### src/rtl/fp_exception_pipe_pkg.sv
// fp_exception_pipe_pkg: operand classes and format constants shared by the exception pipe
package fp_exception_pipe_pkg;
    typedef enum logic [1:0] {CLS_NORMAL, CLS_ZERO, CLS_INF, CLS_NAN} fp_class_e;
    localparam int HALF_EXP_W = 5;
    localparam int HALF_MANT_W = 10;
    localparam int SINGLE_EXP_W = 8;
    localparam int SINGLE_MANT_W = 23;
    localparam logic [63:0] CANON_NAN_MANT = '1;
endpackage

### src/rtl/fp_classify.sv
// fp_classify: combinational NaN/INF/ZERO/NORMAL classification of one operand
module fp_classify
    import fp_exception_pipe_pkg::*;
#(
    parameter int EXP_W = HALF_EXP_W,
    parameter int MANT_W = HALF_MANT_W
) (
    input  logic [EXP_W-1:0]  exp,
    input  logic [MANT_W-1:0] mant,
    output fp_class_e         cls
);
    // all-ones exponent splits on mantissa; zero needs both fields clear
    always_comb begin
        cls = (&exp) ? ((|mant) ? CLS_NAN : CLS_INF) : (exp == '0 && mant == '0) ? CLS_ZERO : CLS_NORMAL;
    end
endmodule

### src/rtl/fp_exception_pipe.sv
// fp_exception_pipe: two-stage special-case resolver for FP add/sub with saturating exception counter
module fp_exception_pipe
    import fp_exception_pipe_pkg::*;
#(
    parameter int EXP_W = HALF_EXP_W,
    parameter int MANT_W = HALF_MANT_W,
    parameter int CNT_W = 16
) (
    input  logic                     clk,
    input  logic                     rst,
    input  logic                     in_valid,
    output logic                     in_ready,
    input  logic                     op_sub,
    input  logic                     sign_a,
    input  logic                     sign_b,
    input  logic [EXP_W-1:0]         exp_a,
    input  logic [EXP_W-1:0]         exp_b,
    input  logic [MANT_W-1:0]        mant_a,
    input  logic [MANT_W-1:0]        mant_b,
    output logic                     out_valid,
    input  logic                     out_ready,
    output logic [EXP_W+MANT_W:0]    q,
    output logic                     is_exception,
    output logic                     flag_invalid,
    output logic [CNT_W-1:0]         exc_count,
    input  logic                     clr_count
);
    localparam int W = 1 + EXP_W + MANT_W;
    localparam logic [EXP_W-1:0] EXP_ONES = '1;
    fp_class_e cls_a, cls_b, s1_cls_a, s1_cls_b;
    logic s1_valid, s1_sign_a, s1_sign_b;
    logic [EXP_W-1:0] s1_exp_a, s1_exp_b;
    logic [MANT_W-1:0] s1_mant_a, s1_mant_b, min_mant;
    logic a_nan, b_nan, a_inf, b_inf, a_zero, b_zero;
    logic [W-1:0] q_n, op_a, op_b;
    logic exc_n, inv_n;

    fp_classify #(.EXP_W(EXP_W), .MANT_W(MANT_W)) u_cls_a (.exp(exp_a), .mant(mant_a), .cls(cls_a));
    fp_classify #(.EXP_W(EXP_W), .MANT_W(MANT_W)) u_cls_b (.exp(exp_b), .mant(mant_b), .cls(cls_b));

    assign in_ready = !out_valid || out_ready;

    // stage 1: capture classes and operands, with the effective sign of B folded in
    always_ff @(posedge clk) begin
        if (rst) begin
            s1_valid <= 1'b0;
            s1_cls_a <= CLS_NORMAL;
            s1_cls_b <= CLS_NORMAL;
            s1_sign_a <= 1'b0;
            s1_sign_b <= 1'b0;
            s1_exp_a <= '0;
            s1_exp_b <= '0;
            s1_mant_a <= '0;
            s1_mant_b <= '0;
        end else if (in_ready) begin
            s1_valid <= in_valid;
            s1_cls_a <= cls_a;
            s1_cls_b <= cls_b;
            s1_sign_a <= sign_a;
            s1_sign_b <= sign_b ^ op_sub;
            s1_exp_a <= exp_a;
            s1_exp_b <= exp_b;
            s1_mant_a <= mant_a;
            s1_mant_b <= mant_b;
        end
    end

    // first matching special-case rule decides the result; no match means the adder must handle it
    always_comb begin
        a_nan = s1_cls_a == CLS_NAN;
        b_nan = s1_cls_b == CLS_NAN;
        a_inf = s1_cls_a == CLS_INF;
        b_inf = s1_cls_b == CLS_INF;
        a_zero = s1_cls_a == CLS_ZERO;
        b_zero = s1_cls_b == CLS_ZERO;
        op_a = {s1_sign_a, s1_exp_a, s1_mant_a};
        op_b = {s1_sign_b, s1_exp_b, s1_mant_b};
        min_mant = (s1_mant_b < s1_mant_a) ? s1_mant_b : s1_mant_a;
        q_n = (a_nan && b_nan) ? {s1_sign_a, EXP_ONES, min_mant} :
              a_nan ? op_a :
              b_nan ? op_b :
              (a_inf && b_inf) ? ((s1_sign_a == s1_sign_b) ? {s1_sign_a, EXP_ONES, {MANT_W{1'b0}}}
                                                           : {1'b0, EXP_ONES, CANON_NAN_MANT[MANT_W-1:0]}) :
              a_inf ? op_a :
              b_inf ? {s1_sign_b, EXP_ONES, {MANT_W{1'b0}}} :
              a_zero ? op_b :
              b_zero ? op_a : '0;
        inv_n = a_inf && b_inf && (s1_sign_a != s1_sign_b);
        exc_n = a_nan || b_nan || a_inf || b_inf || a_zero || b_zero;
    end

    // stage 2: register result and flags, holding everything while the consumer stalls
    always_ff @(posedge clk) begin
        if (rst) begin
            out_valid <= 1'b0;
            q <= '0;
            is_exception <= 1'b0;
            flag_invalid <= 1'b0;
        end else if (in_ready) begin
            out_valid <= s1_valid;
            q <= q_n;
            is_exception <= exc_n;
            flag_invalid <= inv_n;
        end
    end

    // count delivered exceptions, saturating; clear wins over a same-cycle delivery
    always_ff @(posedge clk) begin
        if (rst || clr_count)
            exc_count <= '0;
        else if (out_valid && out_ready && is_exception && !(&exc_count))
            exc_count <= exc_count + CNT_W'(1);
    end
endmodule

### config.mk
export PLATFORM = sky130hd
export DESIGN_NAME = fp_exception_pipe
export DESIGN_NICKNAME = d
export VERILOG_FILES = /design/src/rtl/fp_exception_pipe_pkg.sv /design/src/rtl/fp_classify.sv /design/src/rtl/fp_exception_pipe.sv
export SDC_FILE = /design/constraint.sdc
export NUM_CORES = 1
export LEC_CHECK = 0
export BUFFER_PORTS_ARGS = -buffer_cell sky130_fd_sc_hd__buf_2
export CORE_AREA = 8 8 98 100
export DETAILED_ROUTE_END_ITERATION = 8
export DIE_AREA = 0 0 106 108
export GPL_TIMING_DRIVEN = 0
export PLACE_DENSITY = 0.72
export SLEW_MARGIN = 20
export SYNTH_ARGS = -nofsm -noshare
export SYNTH_HDL_FRONTEND = slang
export SYNTH_SLANG_ARGS = --single-unit
export TNS_END_PERCENT = 5
### constraint.sdc
create_clock -name clk -period 2.31 [get_ports clk]
set_input_delay 0.1155 -clock clk [delete_from_list [all_inputs] [get_ports clk]]
set_output_delay 0.1155 -clock clk [all_outputs]
set_load 0.1 [all_outputs]
==> flow_summary.json, run 1 <==
{
  "status": "finished clean",
  "crit_family": "compound AO/OA/AOI/OAI gates",
  "root_buffer": "clkbuf_8",
  "syn_nets": 555,
  "arrival_ns": 2.52,
  "cpMaxStageDelayCell": "a2111oi_4",
  "synthCells": 506,
  "cts_buffers": 9,
  "clock_latency_ns": 0.36,
  "fmax_mhz": 443,
  "r2r_start": "s1_mant_a[7]",
  "ys_types": 49,
  "start_util_pct": 48.7,
  "synth_top_area_share_pct": 36.8,
  "post-route-min-period_ns": 2.26,
  "grt_pass1_wl_mm": 19.2,
  "routed_wirelength_mm": 12.1,
  "skew_ns": 0.0135,
  "firstDrtPassIters": 7,
  "core-area_um2": 8050,
  "first_global_vias": 3891,
  "cp_num_cells": 8,
  "fillCellCount": 753,
  "clk_pin_slew_worst_paths_ns": 0.09,
  "portBuffers": 73,
  "grt_usage_pct": 20.4,
  "final_common_cell": "nand2_1",
  "io_pins": 74,
  "slew_violations": 0,
  "synthTopCellsByArea": "dfxtp_1 (37%), a21oi_1 (9.6%), nand2_1 (9.5%)",
  "hp-start": "mant_b[7]",
  "ys_async_sr_fraction_pct": 0,
  "crit_start": "s1_mant_a[7]",
  "finalSetupViolCount": 0,
  "grt_max_degree": 15,
  "hold_path_class": "input port to flop",
  "fp.dieH_um": 108,
  "vdd_ir_drop_max_mv": 0.365,
  "drt-initial-drc-count": 279,
  "antenna_cells": 0,
  "syn_area_um2": 3920,
  "power.density_nw_per_um2": 582,
  "rsz0062_at_grt": "no",
  "dp_hpwl_mm": 8.50,
  "place_area_um2": 4420,
  "maxCapViolCount": 0,
  "vias": 4148,
  "final_hold_viol_count": 0,
  "grt-ovfl-total": 0,
  "synth-seq-cells": 72,
  "die_w_um": 106,
  "end_kind": "flop",
  "leakage_nw": 1.95,
  "rr_worst_depth": 8,
  "final_area_um2": 4850,
  "synth_edf_count": 0,
  "crit_path_max_incr_delay_ns": 0.44,
  "vias_per_cell": 5.85,
  "tightest_slew_ns": 0.637,
  "synth_flop_cell": "dfxtp_1",
  "crit_chain": "inv_2 > ha_4 > a211o_1 > a2111oi_4 > o31ai_4 > or2_4 > clkbuf_16 > a221oi_4",
  "yosys_warnings": 0,
  "ant_nets": 0,
  "worstHoldPathCells": 3,
  "gp_congestion": 0.923,
  "final_nets": 648,
  "routedWlPerCell_um": 17.1,
  "finalCritPeriodShare_pct": 97.8,
  "drc_errors": 0,
  "layout-drive-gt1-share_pct": 21.2,
  "cts_tree": "done",
  "final_cell_mix": "nand2_1 (99), buf_2 (76), a21oi_1 (75), dfxtp_1 (67), nor2_1 (31)",
  "yosysTopAreaCell": "dfxtp_1",
  "cts_buffer_depth": 2,
  "relSlewSlack_pct": 57.5,
  "cts_max_level": 3,
  "path_max_fanout": 5,
  "seq_area_frac_synth_pct": 36.8,
  "path_buf_inv": 2,
  "clkSinkCount": 72,
  "row_count": 33,
  "fin_hold_ws_ns": 0.00264,
  "cp-start-kind": "flop",
  "antenna_found_initial": 0,
  "path_class": "flop to flop",
  "syn2layout_area_growth_pct": 23.6,
  "cp_data_required_time_ns": 2.57,
  "dieArea_um2": 11400,
  "syn_avg_cell_area_um2": 7.75
}
tightest hold or removal path, delay by kind of cell:
kind | cells | cell delay, ns
AOI/OAI and AO/OA | 1 | 0.06
and+or+nand+nor | 1 | 0.05
buffers and inverters | 1 | 0.11
cell families (layout without fill, tap and decap cells):
logic type,count (synthesis),count (layout),synth area share [%]
DFF,72,72,36.8
xor gates and xnor gates,14,14,3.13
buffers and inverters,52,150,5.26
adders and majority gates,12,12,3.77
muxes,1,1,0.255
AOI/OAI and AO/OA,162,162,28.8
and+or+nand+nor,193,193,22.0
layout make-up:
cell class,count,area [um^2],area share (%)
multi-input combinational,382,2350,48.4
timing repair buffer,82,475,9.81
sequential,72,1460,30.0
clock buffer,9,124,2.56
buffer,33,140,2.89
tap,105,131,2.71
clock inverter,7,103,2.12
inverter,19,71.3,1.47
stage by stage:
step	utilization [%]	setup WS (ns)	total power [mW]	setup TNS, ns	instances
6_report	60.2	0.0517	2.82	0	709
5_1_grt	60.2	0.00306	2.92	0	709
4_1_cts	58.5	0.0236	2.81	0	705
3_5_place_dp	54.9	-0.132	1.66	-1.23	684
3_3_place_gp	54.9	-0.108	1.66	-0.942	684
2_1_floorplan	-	-0.0897	1.55	-0.177	506
sequential cells by signal, indices dropped and copies added, names as in the netlist, 2 cells and up:
name and cells:
s1_cls_a 2, q 16, s1_cls_b 2, s1_mant_b 10, s1_mant_a 10, s1_exp_a 5, s1_exp_b 5, exc_count 16
final timing paths:
kind / end / slack [ns]
setup / recovery: q[0] / 0.05
hold / removal: s1_mant_b[7] / 0.003
setup reg to reg: q[0] / 0.05
hold reg to reg: s1_exp_b[1] / 0.45
synth_stat cells (3+ instances only):
cell / instances
a211o_1: 7
a211oi_1: 19
or2_2: 3
o21bai_1: 10
nor3_1: 17
o2bb2ai_1: 5
a21boi_0: 10
o221ai_1: 10
dfxtp_1: 72
xnor2_1: 14
a221oi_2: 10
nand2b_1: 3
nor2b_1: 3
nor4_1: 5
clkbuf_1: 21
buf_1: 8
nand2_1: 99
o21ai_0: 5
nand4_1: 7
nor2_1: 31
nand3_1: 10
buf_2: 3
ha_1: 11
a21oi_1: 75
inv_1: 17
power by group:
part / internal, mW / total, mW / switching [mW] / leakage, nW
registers: 1.28 / 1.33 / 0.0489 / 0.592
logic: 0.118 / 0.336 / 0.218 / 1.25
clock network: 0.619 / 1.15 / 0.531 / 0.110
total: 2.02 / 2.82 / 0.799 / 1.95
repair_timing:
action / CTS / global route
cloned: 0 / 1
pin swaps: 0 / 9
endpoints found under the setup margin: 10 / 10
hold endpoints to repair: 5 / 0
buffers inserted: 0 / 3
gates resized for setup: 3 / 17
hold buffers: 5 / 0
layer usage:
layer | wire (um) | vias to the layer above | track usage (%)
met1 | 5260 | 1903 | 26.5
met3 | 966 | 31 | 4.52
met2 | 5610 | 205 | 33.0
li1 | - | 2009 | -
met5 | 0 | - | 0
met4 | 261 | 0 | 6.83
(Power assumes the default switching activity.)
==> inputs of run 2 (changes only) <==
--- a/config.mk
+++ b/config.mk
@@ -5,7 +5,7 @@
 export SDC_FILE = /design/constraint.sdc
 export NUM_CORES = 1
 export LEC_CHECK = 0
-export BUFFER_PORTS_ARGS = -buffer_cell sky130_fd_sc_hd__buf_2
+export BUFFER_PORTS_ARGS = -buffer_cell sky130_fd_sc_hd__buf_4
 export CORE_AREA = 8 8 98 100
 export DETAILED_ROUTE_END_ITERATION = 8
 export DIE_AREA = 0 0 106 108
==> constraint.sdc (replaced) <==
create_clock -name clk -period 2.31 [get_ports clk]
set_input_delay 0.3465 -clock clk [delete_from_list [all_inputs] [get_ports clk]]
set_output_delay 0.3465 -clock clk [all_outputs]
set_load 0.1 [all_outputs]
==> run 2 against run 1 <==
  * Sequential share of layout area decreased by 0.60 points
  * Clock power about the same
  * Final area increased by 1.8%
  * Non-clock buffer count decreased by 8
  * Critical endpoint is now q[6]
  * Largest power group unchanged
==> flow_summary.json, run 2 (synthesis gave the netlist of run 1 again) <==
{
  "relSlewSlack_pct": 60.8,
  "core-area_um2": 8050,
  "maxCapViolCount": 0,
  "dp_hpwl_mm": 8.73,
  "vias_per_cell": 5.89,
  "skew_ns": 0.0110,
  "drc_errors": 0,
  "final_nets": 640,
  "p_total_mw": 2.84,
  "grt_usage_pct": 20.9,
  "fmax_mhz": 446,
  "finalSetupViolCount": 0,
  "syn2layout_area_growth_pct": 25.8,
  "path_class": "flop to flop",
  "end_kind": "flop",
  "vdd_ir_drop_max_mv": 0.385,
  "path_max_fanout": 5,
  "cts_max_level": 3,
  "layout-drive-gt1-share_pct": 20.8,
  "hold_end": "s1_mant_b[7]",
  "final_common_cell": "nand2_1",
  "internal_power_mw": 2.04,
  "cts_buffer_depth": 2,
  "layout_top_registers": "exc_count x16, q x16",
  "slew_violations": 0,
  "final_hold_viol_count": 0,
  "cts_buffers": 9,
  "rr_endpoint": "q[6]",
  "rr_worst_depth": 8,
  "post-route-min-period_ns": 2.24,
  "clkSinkCount": 72,
  "power.density_nw_per_um2": 575,
  "cp_data_required_time_ns": 2.59,
  "portBuffers": 73,
  "status": "finished clean",
  "io_pins": 74,
  "swShare_pct": 28.3,
  "start_util_pct": 48.7,
  "clock_latency_ns": 0.37,
  "routed_wirelength_mm": 12.1,
  "leakage_nw": 1.94,
  "die_w_um": 106,
  "antenna_found_initial": 0,
  "first_global_vias": 3896,
  "final_cell_mix": "nand2_1 (99), a21oi_1 (75), buf_4 (73), dfxtp_1 (68), nor2_1 (31)",
  "cts_tree": "done",
  "grt-ovfl-total": 0,
  "routedWlPerCell_um": 17.3,
  "gp_congestion": 0.899,
  "seq_power_share_pct": 47.0,
  "cp-start-kind": "flop",
  "rsz0062_at_grt": "yes",
  "hp-start": "mant_b[7]",
  "antenna_cells": 0,
  "drt-initial-drc-count": 280,
  "fp.dieH_um": 108,
  "tightest_slew_ns": 0.584,
  "firstDrtPassIters": 5,
  "vias": 4127,
  "grt_max_degree": 15,
  "root_buffer": "clkbuf_8",
  "p_clk_share_pct": 40.8,
  "finalSetupTns_ns": 0,
  "ant_nets": 0,
  "hold_path_class": "input port to flop",
  "worstHoldPathCells": 3,
  "finalCritPeriodShare_pct": 97.2,
  "arrival_ns": 2.52,
  "row_count": 33,
  "grt_pass1_wl_mm": 19.4,
  "dieArea_um2": 11400,
  "p_sw_mw": 0.801,
  "clk_pin_slew_worst_paths_ns": 0.09,
  "comb_power_share_pct": 12.2,
  "r2r_slack_ns": 0.07,
  "r2r_start": "s1_mant_a[7]"
}
-- run 2: worst max-delay path: stages (launching register included) --
cell,delay (ns)
dfxtp_4,0.39
inv_4,0.04
ha_4,0.21
a211o_1,0.29
a2111oi_4,0.42
o31ai_4,0.15
or2_4,0.28
buf_8,0.15
a221oi_2,0.22
-- run 2: how the worst max path moves through the flow --
stage                    end  slack (ns)    startpoint
2_1_floorplan  exc_count[12]       -0.09  exc_count[0]
3_3_place_gp            q[6]       -0.15  s1_mant_a[7]
3_5_place_dp            q[6]       -0.20  s1_mant_a[7]
4_1_cts                 q[0]       0.009  s1_mant_a[7]
5_1_grt                 q[0]       -0.02  s1_mant_a[7]
6_report                q[6]        0.07  s1_mant_a[7]
-- run 2: area by class of cell --
cell class / instances / area [um^2]
buffer: 33 / 140
clock buffer: 9 / 124
clock inverter: 7 / 103
fill: 741 / 3120
inverter: 19 / 73.8
multi-input combinational: 382 / 2340
sequential: 72 / 1450
tap: 105 / 131
timing repair buffer: 74 / 573
-- run 2: power groups by stage --
stage	logic (mW)	registers, mW	clock network (mW)
floorplan	0.175	1.38	0
global placement	0.325	1.36	0
detailed placement	0.330	1.36	0
CTS	0.336	1.33	1.17
global route	0.379	1.34	1.23
finish	0.347	1.33	1.16
-- run 2: layer usage --
| layer | part of all wire [%] | GRT usage [%] | up-vias | routed length (um) |
|---|---|---|---|---|
| li1 | - | - | 1992 | - |
| met1 | 44 | 26.6 | 1920 | 5340 |
| met2 | 46 | 32.6 | 180 | 5570 |
| met3 | 7.0 | 4.58 | 35 | 853 |
| met4 | 3.0 | 11.1 | 0 | 367 |
| met5 | 0 | 0 | - | 0 |
-- run 2: through the flow --
stage	hold slack (ns)	cells	worst slack, ns	utilization (%)	cell area (um^2)
after floorplan	0.432	506	-0.0897	-	3920
after global placement	0.439	684	-0.150	57.2	4600
after detailed placement	0.443	684	-0.199	57.2	4600
after CTS	0.224	700	0.00938	60.3	4850
after global routing	0.226	701	-0.0168	61.3	4930
final	0.234	701	0.0655	61.3	4930
-- run 2: what timing repair did --
action	4_1_cts	5_1_grt
setup endpoints to repair	10	10
buffers inserted	0	0
gates cloned	0	1
hold buffers	0	0
resized for setup	4	14
pin swaps	0	15
==> inputs of run 3 (changes only) <==
--- a/config.mk
+++ b/config.mk
@@ -5,12 +5,11 @@
 export SDC_FILE = /design/constraint.sdc
 export NUM_CORES = 1
 export LEC_CHECK = 0
-export BUFFER_PORTS_ARGS = -buffer_cell sky130_fd_sc_hd__buf_4
 export CORE_AREA = 8 8 98 100
 export DETAILED_ROUTE_END_ITERATION = 8
 export DIE_AREA = 0 0 106 108
+export DONT_BUFFER_PORTS = 1
 export GPL_TIMING_DRIVEN = 0
-export PLACE_DENSITY = 0.72
 export SLEW_MARGIN = 20
 export SYNTH_ARGS = -nofsm -noshare
 export SYNTH_HDL_FRONTEND = slang
==> run 3 against run 2 <==
  * Utilization shrank 5.6 points
  * Clock skew is 0.0050 ns higher
  * Critical endpoint is now q[0]
  * Via count down 8.7%
  * Maximum frequency about the same
  * Flip-flop and latch count is the same
  * Global-route usage shrank 0.27 points
  * Register-to-register slack hardly changed
  * Worst hold slack worse by 0.11 ns
  * Sequential share of layout area rose by 4.1 points
  * Die area did not move
  * Total power up 1.3%
==> flow_summary.json, run 3 (synthesis gave the netlist of run 1 again) <==
{
  "status": "finished clean",
  "vdd_ir_drop_max_mv": 0.422,
  "finalCritPeriodShare_pct": 97.1,
  "crit_chain": "inv_1 > ha_1 > a211o_1 > a2111oi_4 > o31ai_4 > or2_4 > buf_12 > a221oi_4",
  "clkSinkCount": 72,
  "layout.cells.non_filler": 629,
  "gp_congestion": 0.916,
  "dp_cells": 611,
  "finalSetupViolCount": 0,
  "vias": 3768,
  "gr-usage-met3_pct": 5.77,
  "slew_violations": 0,
  "vias_per_cell": 5.99,
  "relSlewSlack_pct": 27.6,
  "cts_hold_buf": 0,
  "arrival_ns": 2.51,
  "syn2layout_area_growth_pct": 14.2,
  "die_w_um": 106,
  "layout-drive-gt1-share_pct": 13.2,
  "fp.dieH_um": 108,
  "root_buffer": "clkbuf_8",
  "path_class": "flop to flop",
  "grt_busiest_layer": "met2",
  "fmax_mhz": 446,
  "grt_usage_pct": 20.6,
  "cp-start-kind": "flop",
  "grtUsageMet2_pct": 33.8,
  "firstDrtPassIters": 4,
  "skew_ns": 0.0160,
  "cp_data_required_time_ns": 2.57,
  "grtUsageMet1_pct": 25.1,
  "leakage_nw": 1.63,
  "drt-initial-drc-count": 203,
  "final_nets": 568,
  "antenna_cells": 0,
  "final_hold_viol_count": 0,
  "cpMaxStageDelayCell": "a2111oi_4",
  "start_util_pct": 48.7,
  "grt_pass1_wl_mm": 18.8,
  "dieArea_um2": 11400,
  "crit_path_max_incr_delay_ns": 0.41,
  "cts_tree": "done",
  "cts_buffer_depth": 2,
  "antenna_found_initial": 0,
  "p_total_mw": 2.87,
  "drc_errors": 0,
  "io_pins": 74,
  "end_kind": "flop",
  "final_cell_mix": "nand2_1 (99), a21oi_1 (75), dfxtp_1 (50), nor2_1 (31), clkbuf_1 (20)",
  "place_area_um2": 4050,
  "grt_max_degree": 14,
  "first_global_vias": 3649,
  "routedWlPerCell_um": 18.8,
  "routed_wirelength_mm": 11.8,
  "cts_buffers": 9,
  "ant_nets": 0,
  "r2r_slack_ns": 0.07,
  "path_buf_inv": 2,
  "hold_path_class": "input port to flop",
  "final_common_cell": "nand2_1",
  "portBuffers": 0,
  "maxCapViolCount": 0,
  "layout_top_registers": "exc_count x16, q x16",
  "row_count": 33,
  "path_max_fanout": 5,
  "post-route-min-period_ns": 2.24,
  "power.density_nw_per_um2": 642,
  "dp_hpwl_mm": 8.46,
  "clock_latency_ns": 0.36,
  "crit_family": "compound AO/OA/AOI/OAI gates",
  "fillCellCount": 769,
  "cts_max_level": 3,
  "core-area_um2": 8050,
  "grt-ovfl-total": 0,
  "clk_pin_slew_worst_paths_ns": 0.09,
  "final_area_um2": 4480,
  "rsz0062_at_grt": "yes",
  "tightest_slew_ns": 1.08
}
[run 3: cell count changes in the layout (fill, tap and decap cells not counted), moves of 2 or more]
cell	previous run	this run
buf_4	73	1
dfxtp_1	68	50
dfxtp_2	2	9
dfxtp_4	2	13
inv_6	3	1
[run 3: area by class of cell]
cell class                      count  area, um^2  area share [%]
Clock buffer                       10         138            3.07
Timing Repair Buffer                2        32.5           0.726
Tap cell                          105         131            2.93
Buffer                             33         149            3.32
Multi-Input combinational cell    382        2340            52.2
Sequential cell                    72        1500            33.5
Inverter                           19        71.3            1.59
Clock inverter                      6         115            2.57
[run 3: worst paths after layout]
path,to,depth (start not counted),start
hold reg to reg,s1_exp_b[3],2,s1_exp_b[3]
setup reg to reg,q[0],8,s1_mant_a[6]
setup / recovery,q[0],8,s1_mant_a[6]
hold / removal,s1_mant_a[7],2,mant_a[7]
[run 3: where the power goes]
part	leakage (nW)	internal [mW]	switching (mW)
Sequential	0.603	1.27	0.0887
Combinational	0.899	0.0860	0.152
Clock	0.123	0.753	0.524
[run 3: per-layer routing]
metal,vias to the layer above,wire [um]
met5,-,0
met4,0,212
met3,16,1070
met2,140,5550
met1,1776,5020
li1,1836,-
[run 3: timing repair]
item                                    in CTS  in global routing
pin swaps                                    0                 14
endpoints found under the hold margin        0                  0
setup buffers                                0                  1
resized for setup                           21                 27
endpoints found under the setup margin      71                 22
cloned                                       0                  1
[run 3: stage by stage]
stage	hold slack, ns	setup TNS (ns)	setup slack [ns]	utilization (%)
2_1_floorplan	0.432	-0.177	-0.0897	-
3_3_place_gp	0.439	-21.53	-0.424	50.3
3_5_place_dp	0.445	-21.87	-0.410	50.3
4_1_cts	0.108	-0.276	-0.0744	53.9
5_1_grt	0.114	-0.0226	-0.0221	55.6
6_report	0.120	0	0.0674	55.6
